**src/rtl/dram_arb_pkg.sv**
```systemverilog
// Shared types and helpers for the DRAM slot arbiter.
package dram_arb_pkg;

  // Owner of the current DRAM cycle.
  typedef enum logic [1:0] {
    IDLE    = 2'd0,
    VIDEO   = 2'd1,
    REFRESH = 2'd2,
    CPU     = 2'd3
  } owner_t;

  // Video bandwidth codes; any other code behaves like BW_1_4.
  localparam logic [1:0] BW_1_8 = 2'b00;
  localparam logic [1:0] BW_1_4 = 2'b01;
  localparam logic [1:0] BW_1_2 = 2'b10;

  // True when the given slot is reserved for video at the given share.
  function automatic logic is_video_slot(input logic [2:0] slot, input logic [1:0] bw);
    case (bw)
      BW_1_8:  return (slot == 3'd7);
      BW_1_2:  return slot[0];
      default: return (slot[1:0] == 2'b11);
    endcase
  endfunction

endpackage

```
**src/rtl/dram_slot_arbiter_if.sv**
```systemverilog
// Bus bundle between the arbiter, its two requesters and the DRAM controller.
interface dram_slot_arbiter_if #(parameter int AW = 21);
  logic          cend;
  logic          video_go;
  logic [1:0]    video_bw;
  logic [AW-1:0] video_addr;
  logic          video_next;
  logic          video_strobe;
  logic          cpu_req;
  logic          cpu_rnw;
  logic [AW-1:0] cpu_addr;
  logic [15:0]   cpu_wrdata;
  logic          cpu_next;
  logic          cpu_strobe;
  logic          dram_req;
  logic          dram_rnw;
  logic          dram_rfsh;
  logic [AW-1:0] dram_addr;
  logic [15:0]   dram_wrdata;
  logic [15:0]   dram_rddata;

  // Arbiter side.
  modport slave (
    input  cend, video_go, video_bw, video_addr, cpu_req, cpu_rnw, cpu_addr,
           cpu_wrdata, dram_rddata,
    output video_next, video_strobe, cpu_next, cpu_strobe, dram_req, dram_rnw,
           dram_rfsh, dram_addr, dram_wrdata
  );

  // Requester / controller side.
  modport master (
    output cend, video_go, video_bw, video_addr, cpu_req, cpu_rnw, cpu_addr,
           cpu_wrdata, dram_rddata,
    input  video_next, video_strobe, cpu_next, cpu_strobe, dram_req, dram_rnw,
           dram_rfsh, dram_addr, dram_wrdata
  );
endinterface

```
**src/rtl/dram_refresh_timer.sv**
```systemverilog
// Refresh period counter: raises pend once per PERIOD ticks, cleared by ack.
module dram_refresh_timer #(
  parameter int PERIOD = 128
) (
  input  logic clk,
  input  logic rst,
  input  logic tick,
  input  logic ack,
  output logic pend
);
  localparam int CW = $clog2(PERIOD);

  logic [CW-1:0] count_reg;

  // Count DRAM cycles; a wrap sets pend and wins over a same-cycle ack.
  always_ff @(posedge clk or posedge rst) begin
    if (rst) begin
      count_reg <= '0;
      pend      <= 1'b0;
    end else if (tick) begin
      if (count_reg == CW'(PERIOD - 1)) begin
        count_reg <= '0;
        pend      <= 1'b1;
      end else begin
        count_reg <= count_reg + CW'(1);
        if (ack) pend <= 1'b0;
      end
    end
  end
endmodule

```
**src/rtl/dram_slot_arbiter.sv**
```systemverilog
// Time-slot arbiter sharing the DRAM cycle stream between video, refresh and CPU.
module dram_slot_arbiter
  import dram_arb_pkg::*;
#(
  parameter int AW             = 21,
  parameter int REFRESH_PERIOD = 128
) (
  input  logic                clk,
  input  logic                rst,
  dram_slot_arbiter_if.slave  bus
);
  owner_t        owner_reg, owner_next;
  logic [2:0]    slot_reg, slot_next;
  logic          rfsh_pend, rfsh_ack;
  logic          dram_req_reg, dram_rnw_reg, dram_rfsh_reg;
  logic [AW-1:0] dram_addr_reg;
  logic [15:0]   dram_wrdata_reg;

  dram_refresh_timer #(.PERIOD(REFRESH_PERIOD)) u_refresh_timer (
    .clk  (clk),
    .rst  (rst),
    .tick (bus.cend),
    .ack  (rfsh_ack),
    .pend (rfsh_pend)
  );

  // Owner register: reloaded only at cycle boundaries.
  always_ff @(posedge clk or posedge rst) begin
    if (rst) owner_reg <= IDLE;
    else     owner_reg <= owner_next;
  end

  // Arbitrate the upcoming slot and produce the grant/strobe pulses.
  always_comb begin
    slot_next        = slot_reg + 3'd1;
    owner_next       = owner_reg;
    rfsh_ack         = 1'b0;
    bus.video_next   = 1'b0;
    bus.cpu_next     = 1'b0;
    bus.video_strobe = 1'b0;
    bus.cpu_strobe   = 1'b0;
    if (bus.cend) begin
      if (bus.video_go && is_video_slot(slot_next, bus.video_bw)) owner_next = VIDEO;
      else if (rfsh_pend)                                        owner_next = REFRESH;
      else if (bus.cpu_req)                                      owner_next = CPU;
      else                                                       owner_next = IDLE;
      rfsh_ack         = (owner_next == REFRESH);
      // Pulses are suppressed while reset is held so an aborted cycle stays silent.
      bus.video_next   = !rst && (owner_next == VIDEO);
      bus.cpu_next     = !rst && (owner_next == CPU);
      bus.video_strobe = (owner_reg == VIDEO);
      bus.cpu_strobe   = (owner_reg == CPU) && dram_rnw_reg;
    end
  end

  // Slot counter and DRAM-side registers, updated at the granting boundary.
  always_ff @(posedge clk or posedge rst) begin
    if (rst) begin
      slot_reg        <= 3'd0;
      dram_req_reg    <= 1'b0;
      dram_rnw_reg    <= 1'b0;
      dram_rfsh_reg   <= 1'b0;
      dram_addr_reg   <= '0;
      dram_wrdata_reg <= '0;
    end else if (bus.cend) begin
      slot_reg <= slot_next;
      case (owner_next)
        VIDEO: begin
          dram_req_reg  <= 1'b1;
          dram_rnw_reg  <= 1'b1;
          dram_rfsh_reg <= 1'b0;
          dram_addr_reg <= bus.video_addr;
        end
        REFRESH: begin
          dram_req_reg  <= 1'b0;
          dram_rnw_reg  <= 1'b1;
          dram_rfsh_reg <= 1'b1;
        end
        CPU: begin
          dram_req_reg    <= 1'b1;
          dram_rnw_reg    <= bus.cpu_rnw;
          dram_rfsh_reg   <= 1'b0;
          dram_addr_reg   <= bus.cpu_addr;
          dram_wrdata_reg <= bus.cpu_wrdata;
        end
        default: begin
          dram_req_reg  <= 1'b0;
          dram_rnw_reg  <= 1'b0;
          dram_rfsh_reg <= 1'b0;
        end
      endcase
    end
  end

  assign bus.dram_req    = dram_req_reg;
  assign bus.dram_rnw    = dram_rnw_reg;
  assign bus.dram_rfsh   = dram_rfsh_reg;
  assign bus.dram_addr   = dram_addr_reg;
  assign bus.dram_wrdata = dram_wrdata_reg;
endmodule

```
**src/flat_wrapper.sv**
```systemverilog
// flat-port wrapper written by rule: the top's interface ports become plain ports
module dram_slot_arbiter_flat import dram_arb_pkg::*;
#(
  parameter int AW             = 21,
  parameter int REFRESH_PERIOD = 128
)
  (clk, rst, bus_cend, bus_video_go, bus_video_bw, bus_video_addr, bus_cpu_req, bus_cpu_rnw, bus_cpu_addr, bus_cpu_wrdata, bus_dram_rddata, bus_video_next, bus_video_strobe, bus_cpu_next, bus_cpu_strobe, bus_dram_req, bus_dram_rnw, bus_dram_rfsh, bus_dram_addr, bus_dram_wrdata);
  dram_slot_arbiter_if #(.AW(AW)) bus_i ();
  input  logic clk;
  input  logic rst;
  input wire logic [$bits(bus_i.cend)-1:0] bus_cend;
  input wire logic [$bits(bus_i.video_go)-1:0] bus_video_go;
  input wire logic [$bits(bus_i.video_bw)-1:0] bus_video_bw;
  input wire logic [$bits(bus_i.video_addr)-1:0] bus_video_addr;
  input wire logic [$bits(bus_i.cpu_req)-1:0] bus_cpu_req;
  input wire logic [$bits(bus_i.cpu_rnw)-1:0] bus_cpu_rnw;
  input wire logic [$bits(bus_i.cpu_addr)-1:0] bus_cpu_addr;
  input wire logic [$bits(bus_i.cpu_wrdata)-1:0] bus_cpu_wrdata;
  input wire logic [$bits(bus_i.dram_rddata)-1:0] bus_dram_rddata;
  output wire logic [$bits(bus_i.video_next)-1:0] bus_video_next;
  output wire logic [$bits(bus_i.video_strobe)-1:0] bus_video_strobe;
  output wire logic [$bits(bus_i.cpu_next)-1:0] bus_cpu_next;
  output wire logic [$bits(bus_i.cpu_strobe)-1:0] bus_cpu_strobe;
  output wire logic [$bits(bus_i.dram_req)-1:0] bus_dram_req;
  output wire logic [$bits(bus_i.dram_rnw)-1:0] bus_dram_rnw;
  output wire logic [$bits(bus_i.dram_rfsh)-1:0] bus_dram_rfsh;
  output wire logic [$bits(bus_i.dram_addr)-1:0] bus_dram_addr;
  output wire logic [$bits(bus_i.dram_wrdata)-1:0] bus_dram_wrdata;
  assign bus_i.cend = bus_cend;
  assign bus_i.video_go = bus_video_go;
  assign bus_i.video_bw = bus_video_bw;
  assign bus_i.video_addr = bus_video_addr;
  assign bus_i.cpu_req = bus_cpu_req;
  assign bus_i.cpu_rnw = bus_cpu_rnw;
  assign bus_i.cpu_addr = bus_cpu_addr;
  assign bus_i.cpu_wrdata = bus_cpu_wrdata;
  assign bus_i.dram_rddata = bus_dram_rddata;
  assign bus_video_next = bus_i.video_next;
  assign bus_video_strobe = bus_i.video_strobe;
  assign bus_cpu_next = bus_i.cpu_next;
  assign bus_cpu_strobe = bus_i.cpu_strobe;
  assign bus_dram_req = bus_i.dram_req;
  assign bus_dram_rnw = bus_i.dram_rnw;
  assign bus_dram_rfsh = bus_i.dram_rfsh;
  assign bus_dram_addr = bus_i.dram_addr;
  assign bus_dram_wrdata = bus_i.dram_wrdata;
  dram_slot_arbiter #(.AW(AW), .REFRESH_PERIOD(REFRESH_PERIOD)) u_core (.clk(clk), .rst(rst), .bus(bus_i));
endmodule
```
**config.mk**
```make
export PLATFORM = sky130hd
export DESIGN_NAME = dram_slot_arbiter_flat
export DESIGN_NICKNAME = d
export VERILOG_FILES = /design/src/rtl/dram_arb_pkg.sv /design/src/rtl/dram_slot_arbiter_if.sv /design/src/rtl/dram_refresh_timer.sv /design/src/rtl/dram_slot_arbiter.sv /design/src/flat_wrapper.sv
export SDC_FILE = /design/constraint.sdc
export NUM_CORES = 1
export LEC_CHECK = 0
export ABC_CLOCK_PERIOD_IN_PS = 2600
export BUFFER_PORTS_ARGS = -buffer_cell sky130_fd_sc_hd__buf_4
export CORE_AREA = 2 2 83 85
export DETAILED_ROUTE_END_ITERATION = 7
export DIE_AREA = 0 0 85 87
export PLACE_DENSITY_LB_ADDON = 0.08
export SLEW_MARGIN = 20
export SYNTH_ARGS = -nofsm -noshare
export SYNTH_HDL_FRONTEND = slang
export SYNTH_SLANG_ARGS = --single-unit
```
**constraint.sdc**
```tcl
create_clock -name clk -period 2.6 [get_ports clk]
set_input_delay 0.52 -clock clk [delete_from_list [all_inputs] [get_ports clk]]
set_output_delay 0.52 -clock clk [all_outputs]
set_load 0.01 [all_outputs]
```
---- Word-level counts from Yosys, hierarchy flattened ----
Cells that the tools add are included.
Widths: inputs -> output; s select.
operators by class
  shift-type cells ........................ 0
  mux-type cells .......................... 19
  multiply operators ...................... 0
  $lt $le $gt $ge ......................... 0
  add/subtract/negate cells ............... 2
  reductions and logical operators ........ 13
  divide/modulo/power cells ............... 0
  equality and inequality tests ........... 12
  bitwise logic cells ..................... 0
operator list
  operator             count
  $pmux 21 s2          1
  $eq 2x2->1 const B   7
  $mux 1               10
  $mux 2               5
  $add 7x1->7 const B  1
  $eq 7x7->1 const B   1
  $mux 7               1
  $eq 2x1->1 const B   3
  $reduce_and 2->1     3
  $logic_and 1x1->1    4
  $pmux 1 s2           2
  $reduce_bool 2->1    2
  $reduce_or 2->1      2
  $add 3x1->3 const B  1
  $eq 3x3->1 const B   1
  $logic_not 2->1      1
  $logic_not 1->1      1
word-level totals
  bits in read-only memories .............. 0
  latch bits .............................. 0
  output and inout port bits .............. 44
  word-level logic and storage cells ...... 55
  memory bits (writable) .................. 0
  memories ................................ 0
  bits in registers ....................... 53

---- Depth between registers and ports, before layout ----
Gate-level depths: netlist of run 1.
  depth in word-level cells ............... 11
  gate-level depth with buffers ........... 10

---- By module ----
From an unflattened synthesis of run 1, not the netlist that was laid out.
second synthesis, totals
  cell total of the unflattened synthesis .. 190
  area, all modules ....................... 2,591.2 sq um
modules (own cells, without submodules)
  module              area an instance (sq um)  cells each  instances  sequential area each (sq um)
  dram_slot_arbiter   2,215.9                   158         1          1,126.1
  dram_refresh_timer  375.4                     32          1          200.2

---- Worst setup path before layout of run 1 ----
OpenSTA, ideal clock, no wires.
  path kind ............................... reg2reg
  start ................................... register u_core.slot_reg[0]
  end ..................................... register u_core.dram_addr_reg[10], in the netlist u_core.bus.dram_addr[10]
  stages on the path, launching flop included .. 11
  data required time ...................... 2,475 ps
  setup slack ............................. -81 ps
  path buffers ............................ 2
  arrival time ............................ 2,556 ps
  period minus slack after synthesis ...... 2,681 ps
  path through ............................ dfrtp_1 -> ha_1 -> xor2_1 -> nand4b_1 -> nand2_1 -> o22ai_1 -> ha_1 -> clkbuf_1 -> clkbuf_1 -> mux2_2 -> mux2_4
between the ends
  word-level cells in the longest chain between the ends .. 11
  elaborated cells between the ends (all ways) .. 14
  those cells by class .................... 1 x add/sub; 4 x eq/ne; 6 x mux; 3 x reduce/logical
RTL lines
  what                                             line                                    source
  start: declaration                               dram_slot_arbiter.sv:13                 logic [2:0] slot_reg, slot_next;
  start signal: assignment                         dram_slot_arbiter.sv:66                 slot_reg <= slot_next;
  $add 3x1->3 (*)                                  dram_slot_arbiter.sv:35                 slot_next = slot_reg + 3'd1;
  $eq 3x3->1 / $eq 2x2->1 (equally long branches)  dram_arb_pkg.sv:20, dram_arb_pkg.sv:22
  $pmux 1 s2 (*)                                   dram_arb_pkg.sv:19                      case (bw)
  $mux 1 (*)                                       dram_slot_arbiter.sv:42                 if (bus.cend) begin
  $logic_and 1x1->1 (*)                            dram_slot_arbiter.sv:43                 if (bus.video_go && is_video_slot(slot_next, bus.video_bw)) owner_next = VIDEO;
  $mux 2 (*)                                       dram_slot_arbiter.sv:43
  $mux 2 (*) (2 in a row)                          dram_slot_arbiter.sv:42
  via u_core.owner_next[1]                         dram_slot_arbiter.sv:12                 owner_t owner_reg, owner_next;
  $eq 2x1->1 / $eq 2x2->1 (equally long branches)  dram_slot_arbiter.sv:67                 case (owner_next)
  $reduce_bool 2->1 (no line)                      n/a
  $reduce_and 2->1 (no line)                       n/a
  end signal: assignment                           dram_slot_arbiter.sv:72                 dram_addr_reg <= bus.video_addr;
  end signal: assignment                           dram_slot_arbiter.sv:83                 dram_addr_reg <= bus.cpu_addr;
  end: declaration                                 dram_slot_arbiter.sv:16                 logic [AW-1:0] dram_addr_reg;
Mark *: on every way through the listed nets, which the timed path passes. The rest lies on a longest branch. The select of a mux whose other input is x is not followed.
A chain may end at the register's enable or synchronous reset.

---- Worst setup path after layout of run 1 ----
  start ................................... register u_core.slot_reg[0]
  end ..................................... register u_core.dram_addr_reg[8], in the netlist u_core.bus.dram_addr[8]
The elaborated chain is that of the path after synthesis.

==> results of run 1 <==
repair_timing:
action | in CTS | in global routing
endpoints found under the setup margin | 0 | 21
hold buffers | 0 | 0
gates resized for setup | 0 | 1
through the flow:
step	setup slack [ns]	util, %	area, µm²	hold WS, ns	power, mW
finish	0.1409	54.90	3606	0.4166	3.265
global route	0.01014	54.90	3606	0.4245	3.465
CTS	0.1016	54.86	3603	0.4251	3.317
detailed placement	0.1230	52.76	3466	0.4483	2.631
global placement	0.1039	52.76	3466	0.4459	2.615
floorplan	0.05693	-	2507	0.4336	2.028
layout make-up:
cell class / instances / area share (%)
clock inverter: 3 / 1.908
multi-input combinational: 112 / 31.02
inverter: 4 / 0.4164
clock buffer: 5 / 1.908
tap: 80 / 2.776
timing repair buffer: 116 / 25.19
sequential: 53 / 36.78
cells by family (layout without fill, tap and decap cells):
kind of cell	after synthesis	after routing	share of synthesized area [%]
XOR/XNOR	9	9	3.147
adder cells (fa/ha/maj)	6	6	2.997
buffers and inverters	12	128	2.498
AO/OA/AOI/OAI	12	12	3.347
AND/OR/NAND/NOR	25	25	5.095
flip-flops	53	53	52.95
multiplexers	60	60	29.97
power breakdown:
part | switching, mW | internal, mW
clock network | 0.277 | 0.388
registers | 0.196 | 1.14
logic | 0.476 | 0.789
total | 0.949 | 2.32
synthesized netlist by cell type, types with 2 or more instances:
cell and n:
o21ai_0 2, xnor2_1 5, clkbuf_1 2, nor2_1 5
o22ai_1 2, ha_1 6, buf_2 2, nand4_1 2
dfrtp_1 53, and3_1 2, buf_1 2, o22a_1 2
xor2_1 4, buf_6 2, mux2_4 20, inv_1 4
nand2_1 9, mux2_2 40
metal layers:
layer	up-vias	track usage, %	part of all wire, %
met4	0	3.463	0.47
met2	59	22.51	50
met1	867	17.69	42
met3	2	4.455	6.9
met5	-	0	0
li1	850	-	-
worst register-to-register path: stages, from the launching register on:
cell,delay (ns)
dfrtp_1,0.43
ha_1,0.24
xor2_1,0.17
nand4b_1,0.18
nand2_2,0.15
o22a_1,0.17
ha_1,0.19
buf_12,0.18
mux2_2,0.37
mux2_4,0.26
worst min-delay path by stage:
stage                                             start                                   to  slack, ns  cells past startpoint
CTS                                   bus_cpu_wrdata[5]            u_core.bus.dram_wrdata[5]       0.43                      2
detailed placement  u_core.u_refresh_timer.count_reg[6]  u_core.u_refresh_timer.count_reg[6]       0.45                      1
finish                                              rst          u_core.u_refresh_timer.pend       0.42                      3
global route                          bus_cpu_wrdata[0]            u_core.bus.dram_wrdata[0]       0.42                      2
global placement    u_core.u_refresh_timer.count_reg[6]  u_core.u_refresh_timer.count_reg[6]       0.45                      1
floorplan           u_core.u_refresh_timer.count_reg[6]  u_core.u_refresh_timer.count_reg[6]       0.43                      1
layout by cell type (no fill, tap or decap), types with 3 or more instances in the layout:
master,n
mux2_4,20
xnor2_1,5
clkbuf_8,5
dfrtp_1,53
mux2_2,40
inv_1,3
xor2_1,4
nand2_1,8
ha_1,6
buf_12,3
nor2_1,5
buf_4,113
==> flow_metrics.env, run 1 <==
export IMPL_synth_ff_latch_count=53
export IMPL_p_leak_nw=1.800
export IMPL_worst_voltage_drop_across_the_vdd_grid_mv=0.4144
export IMPL_final_wirelength_mm=5.140
export IMPL_clkSlewWorstSetupHoldPaths_ns=0.10
export IMPL_route_antenna_remaining_nets=0
export IMPL_setup_worst_path_start="u_core.slot_reg[0]"
export IMPL_grt_pass1_wl_mm=8.176
export IMPL_synth_main_ff_cell="dfrtp_1"
export IMPL_cts_buffers_inserted=5
export IMPL_final_cells=373
export IMPL_critical_path_cell_chain="ha_1, xor2_1, nand4b_1, nand2_2, o22a_1, ha_1, buf_12, mux2_2, mux2_4"
export IMPL_htree_levels=2
export IMPL_chipWidth_um=85
export IMPL_max_stage_delay_ns=0.43
export IMPL_path_common_cell="ha_1"
export IMPL_grt_antenna_before_repair=0
export IMPL_chipHeight_um=87
export IMPL_synthesis_area_mm2=0.002505
export IMPL_synth_async_sr_flop_share_pct=100.0
export IMPL_timing_worst_slew_pin_value_ns=0.6575
export IMPL_ys_top_cells_by_area="dfrtp_1, mux2_2, mux2_4, ha_1, xnor2_1"
export IMPL_setup_tns_final_ns=0
export IMPL_rrSetupSlack_ns=0.14
export IMPL_layout_filler_cells=577
export IMPL_timing_hold_violations_final=0
export IMPL_setup_clock_skew_after_layout_ns=0.007703
export IMPL_clock_insertion_delay_worst_skew_ns=0.30
export IMPL_post_drt_via_cell_ratio=4.767
export IMPL_maxSlewViolCount=0
export IMPL_cpMaxStageDelayCell="dfrtp_1"
export IMPL_global_route_usage_total_pct=13.74
export IMPL_die_area_mm2=0.007395
export IMPL_crit_path_max_fanout=23
export IMPL_ff2ff_path_depth=9
export IMPL_synth_cell_type_count=31
export IMPL_initialDrtViolationCount=42
export IMPL_clock_fmax_mhz=406.6
export IMPL_place_hpwl_mm=3.709
export IMPL_max_cap_violations=0
export IMPL_drc=0
export IMPL_tritonroute_pass_1_iters=4
export IMPL_timing_hold_worst_class="input port to asynchronous set/reset pin"
export IMPL_rsz0062_at_grt="no"
export IMPL_sequential_cell_area_mm2=0.001326
export IMPL_drt_wirelength_per_cell_um=13.78
export IMPL_cts_root_buffer_cell="clkbuf_8"
export IMPL_critPathLaunchType="register"
export IMPL_worst_path_stages=9
export IMPL_buffer_ports_inserted=109
export IMPL_cts_tree="built"
export IMPL_antenna_diode_count=0
export IMPL_first_global_vias=1741
export IMPL_rows=30
export IMPL_power_density_mw_per_mm2=905.4
export IMPL_reg2reg_from="u_core.slot_reg[0]"
export IMPL_worst_setup_path_type="register to register"
export IMPL_floorplan_core_area_mm2=0.006569
export IMPL_synth_enable_flop_cells=0
export IMPL_layout_worst_path_cycle_share_pct=94.58
export IMPL_setup_worst_path_end="u_core.bus.dram_addr[8]"
export IMPL_synth_fp_nets=265
export IMPL_cts_repair_timing_setup_buffer_count=0
export IMPL_status="finished clean"
export IMPL_cp_num_buf_inv=1
export IMPL_synthesis_warnings=0
export IMPL_synth_top_cell_area_share_pct=52.95
export IMPL_timing_critical_path_arrival_ns=2.66
export IMPL_setup_viol=0
export IMPL_worstReg2RegEnd="u_core.bus.dram_addr[8]"
export IMPL_grt_overflow_total=0
export IMPL_finalNetCount=380
export IMPL_clock_sink_count=53
export IMPL_period_minus_slack_ns=2.459
export IMPL_via_count=1778
export IMPL_synth_cells=177
export IMPL_clock_path_buffers=2
export IMPL_placedCellCount=365
export IMPL_post_route_cells_drive_above_1_share_pct=63.82
export IMPL_critPathTopFamily="multiplexers"
export IMPL_syn_mean_instance_area_um2=14.15
export IMPL_gp_congestion=0.7134
export IMPL_timing_critical_path_to_type="register"
export IMPL_multi_input_comb_area_mm2=0.001119
export IMPL_ports_placed_on_the_boundary=126
export IMPL_synth_sequential_area_ratio_pct=52.95
export IMPL_largest_register_ffs=21
export IMPL_flow_area_growth_from_synthesis_pct=43.96
export IMPL_maximum_number_of_pins_on_one_net_before_global_route_repair=54
export IMPL_slew_headroom_pct=56.17
export IMPL_synth_area_leader_cell="dfrtp_1"
export IMPL_floorplan_initialDensity_pct=38.13
export IMPL_worst_path_required_time_ns=2.80
Power figures use the tool's default switching activity.
==> run 2: changes to the inputs <==
- MAX_ROUTING_LAYER: default -> met4
==> run 2 against run 1 <==
Via count rose by 0.17%. Sequential power barely moved. Worst hold slack barely moved. Critical endpoint unchanged. Utilization did not move.
==> flow_metrics.env, run 2 (synthesis gave the netlist of run 1 again) <==
export IMPL_place_hpwl_mm=3.709
export IMPL_flow_area_growth_from_synthesis_pct=43.96
export IMPL_via_count=1781
export IMPL_drc=0
export IMPL_worst_voltage_drop_across_the_vdd_grid_mv=0.4144
export IMPL_grt_overflow_total=0
export IMPL_drt_wirelength_per_cell_um=13.79
export IMPL_maxSlewViolCount=0
export IMPL_floorplan_initialDensity_pct=38.13
export IMPL_post_drt_via_cell_ratio=4.775
export IMPL_ports_placed_on_the_boundary=126
export IMPL_critical_path_cell_chain="ha_1, xor2_1, nand4b_1, nand2_2, o22a_1, ha_1, buf_12, mux2_2, mux2_4"
export IMPL_setup_clock_skew_after_layout_ns=0.007708
export IMPL_worst_path_required_time_ns=2.80
export IMPL_grt_antenna_before_repair=0
export IMPL_clock_fmax_mhz=406.3
export IMPL_worst_setup_path_type="register to register"
export IMPL_max_cap_violations=0
export IMPL_setup_tns_final_ns=0
export IMPL_die_area_mm2=0.007395
export IMPL_maximum_number_of_pins_on_one_net_before_global_route_repair=54
export IMPL_timing_critical_path_arrival_ns=2.66
export IMPL_leading_cell_types_in_the_layout_fill_and_taps_excluded="buf_4, dfrtp_1, mux2_2"
export IMPL_period_minus_slack_ns=2.461
export IMPL_post_cts_hold_buffer_count=0
export IMPL_clock_path_buffers=2
export IMPL_clock_sink_count=53
export IMPL_chipWidth_um=85
export IMPL_cts_repair_timing_setup_buffer_count=0
export IMPL_critPathLaunchType="register"
export IMPL_final_wirelength_mm=5.143
export IMPL_rsz0062_at_grt="no"
export IMPL_p_total_mw=3.266
export IMPL_clkSlewWorstSetupHoldPaths_ns=0.10
export IMPL_slew_headroom_pct=56.18
export IMPL_tritonroute_pass_1_iters=4
export IMPL_finalNetCount=380
export IMPL_post_route_cells_drive_above_1_share_pct=63.82
export IMPL_postCtsResizedCells=0
export IMPL_final_common_cell="buf_4"
export IMPL_final_design_utilization_pct=54.90
export IMPL_rows=30
export IMPL_htree_levels=2
export IMPL_cts_root_buffer_cell="clkbuf_8"
export IMPL_initialDrtViolationCount=51
export IMPL_layout_worst_path_cycle_share_pct=94.67
export IMPL_cpMaxStageDelayCell="dfrtp_1"
export IMPL_timing_hold_worst_class="input port to asynchronous set/reset pin"
export IMPL_cts_tree="built"
export IMPL_largest_register_ffs=21
export IMPL_timing_hold_violations_final=0
export IMPL_global_route_usage_total_pct=14.15
export IMPL_first_global_vias=1742
export IMPL_status="finished clean"
export IMPL_path_common_cell="ha_1"
export IMPL_buffer_ports_inserted=109
export IMPL_p_leak_nw=1.800
export IMPL_ff2ff_path_depth=9
export IMPL_setup_slack_ns=0.1385
export IMPL_cts_buffers_inserted=5
export IMPL_chipHeight_um=87
export IMPL_clock_insertion_delay_worst_skew_ns=0.30
export IMPL_timing_critical_path_to_type="register"
export IMPL_place_area_mm2=0.003466
export IMPL_antenna_diode_count=0
export IMPL_gp_congestion=0.7215
export IMPL_timing_worst_slew_pin_value_ns=0.6573
export IMPL_max_stage_delay_ns=0.43
export IMPL_dpl_worst_slack_ns=0.1230
export IMPL_route_antenna_remaining_nets=0
export IMPL_crit_path_max_fanout=23
export IMPL_setup_viol=0
export IMPL_power_density_mw_per_mm2=905.6
export IMPL_floorplan_core_area_mm2=0.006569
export IMPL_layout_cell_area_non_filler_mm2=0.003606
export IMPL_grt_pass1_wl_mm=8.169
==> run 2: cell counts in the layout (fill, tap and decap cells not counted) <==
No cell type changed its count.
==> run 2: power breakdown <==
group / internal, mW / leakage, nW / switching, mW
logic: 0.789 / 1.10 / 0.477
clock network: 0.388 / 0.0687 / 0.277
registers: 1.14 / 0.629 / 0.196
total: 2.32 / 1.80 / 0.950
==> run 2: cell type report <==
type | count | area, µm²
Tap cell | 80 | 100.1
Timing Repair Buffer | 116 | 908.4
Inverter | 4 | 15.01
Clock buffer | 5 | 68.82
Sequential cell | 53 | 1326
Clock inverter | 3 | 68.82
Fill cell | 577 | 2963
Multi-Input combinational cell | 112 | 1119
==> run 2: worst max-delay path, delay by kind of cell (launching register included) <==
kind,cells,cell delay [ns]
AOI/OAI and AO/OA,1,0.17
xor gates and xnor gates,1,0.17
adders and majority gates,2,0.43
buffers and inverters,1,0.18
DFF,1,0.43
muxes,2,0.62
and+or+nand+nor,2,0.33
==> run 2: path summary, 6_finish.rpt <==
path / start / slack, ns / endpoint
setup / recovery: u_core.slot_reg[0] / 0.14 / u_core.bus.dram_addr[8]
hold / removal: rst / 0.42 / u_core.u_refresh_timer.pend
setup reg to reg: u_core.slot_reg[0] / 0.14 / u_core.bus.dram_addr[8]
hold reg to reg: u_core.u_refresh_timer.count_reg[6] / 0.47 / u_core.u_refresh_timer.count_reg[6]
max in group asynchronous: rst / 1.76 / u_core.u_refresh_timer.count_reg[3]
min in group clk: bus_cpu_wrdata[5] / 0.44 / u_core.bus.dram_wrdata[5]
==> run 2: through the flow <==
stage               cells  hold WS (ns)
floorplan             177        0.4336
global placement      365        0.4459
detailed placement    365        0.4483
CTS                   373        0.4251
global route          373        0.4246
finish                373        0.4167
==> run 2: per-layer routing <==
metal  GRT usage [%]  vias to the layer above  share of wire [%]
met5               -                        -                  0
met4           3.463                        0               0.52
met3           3.602                        2                5.7
met2           22.51                       59                 50
met1           18.23                      870                 43
li1                -                      850                  -
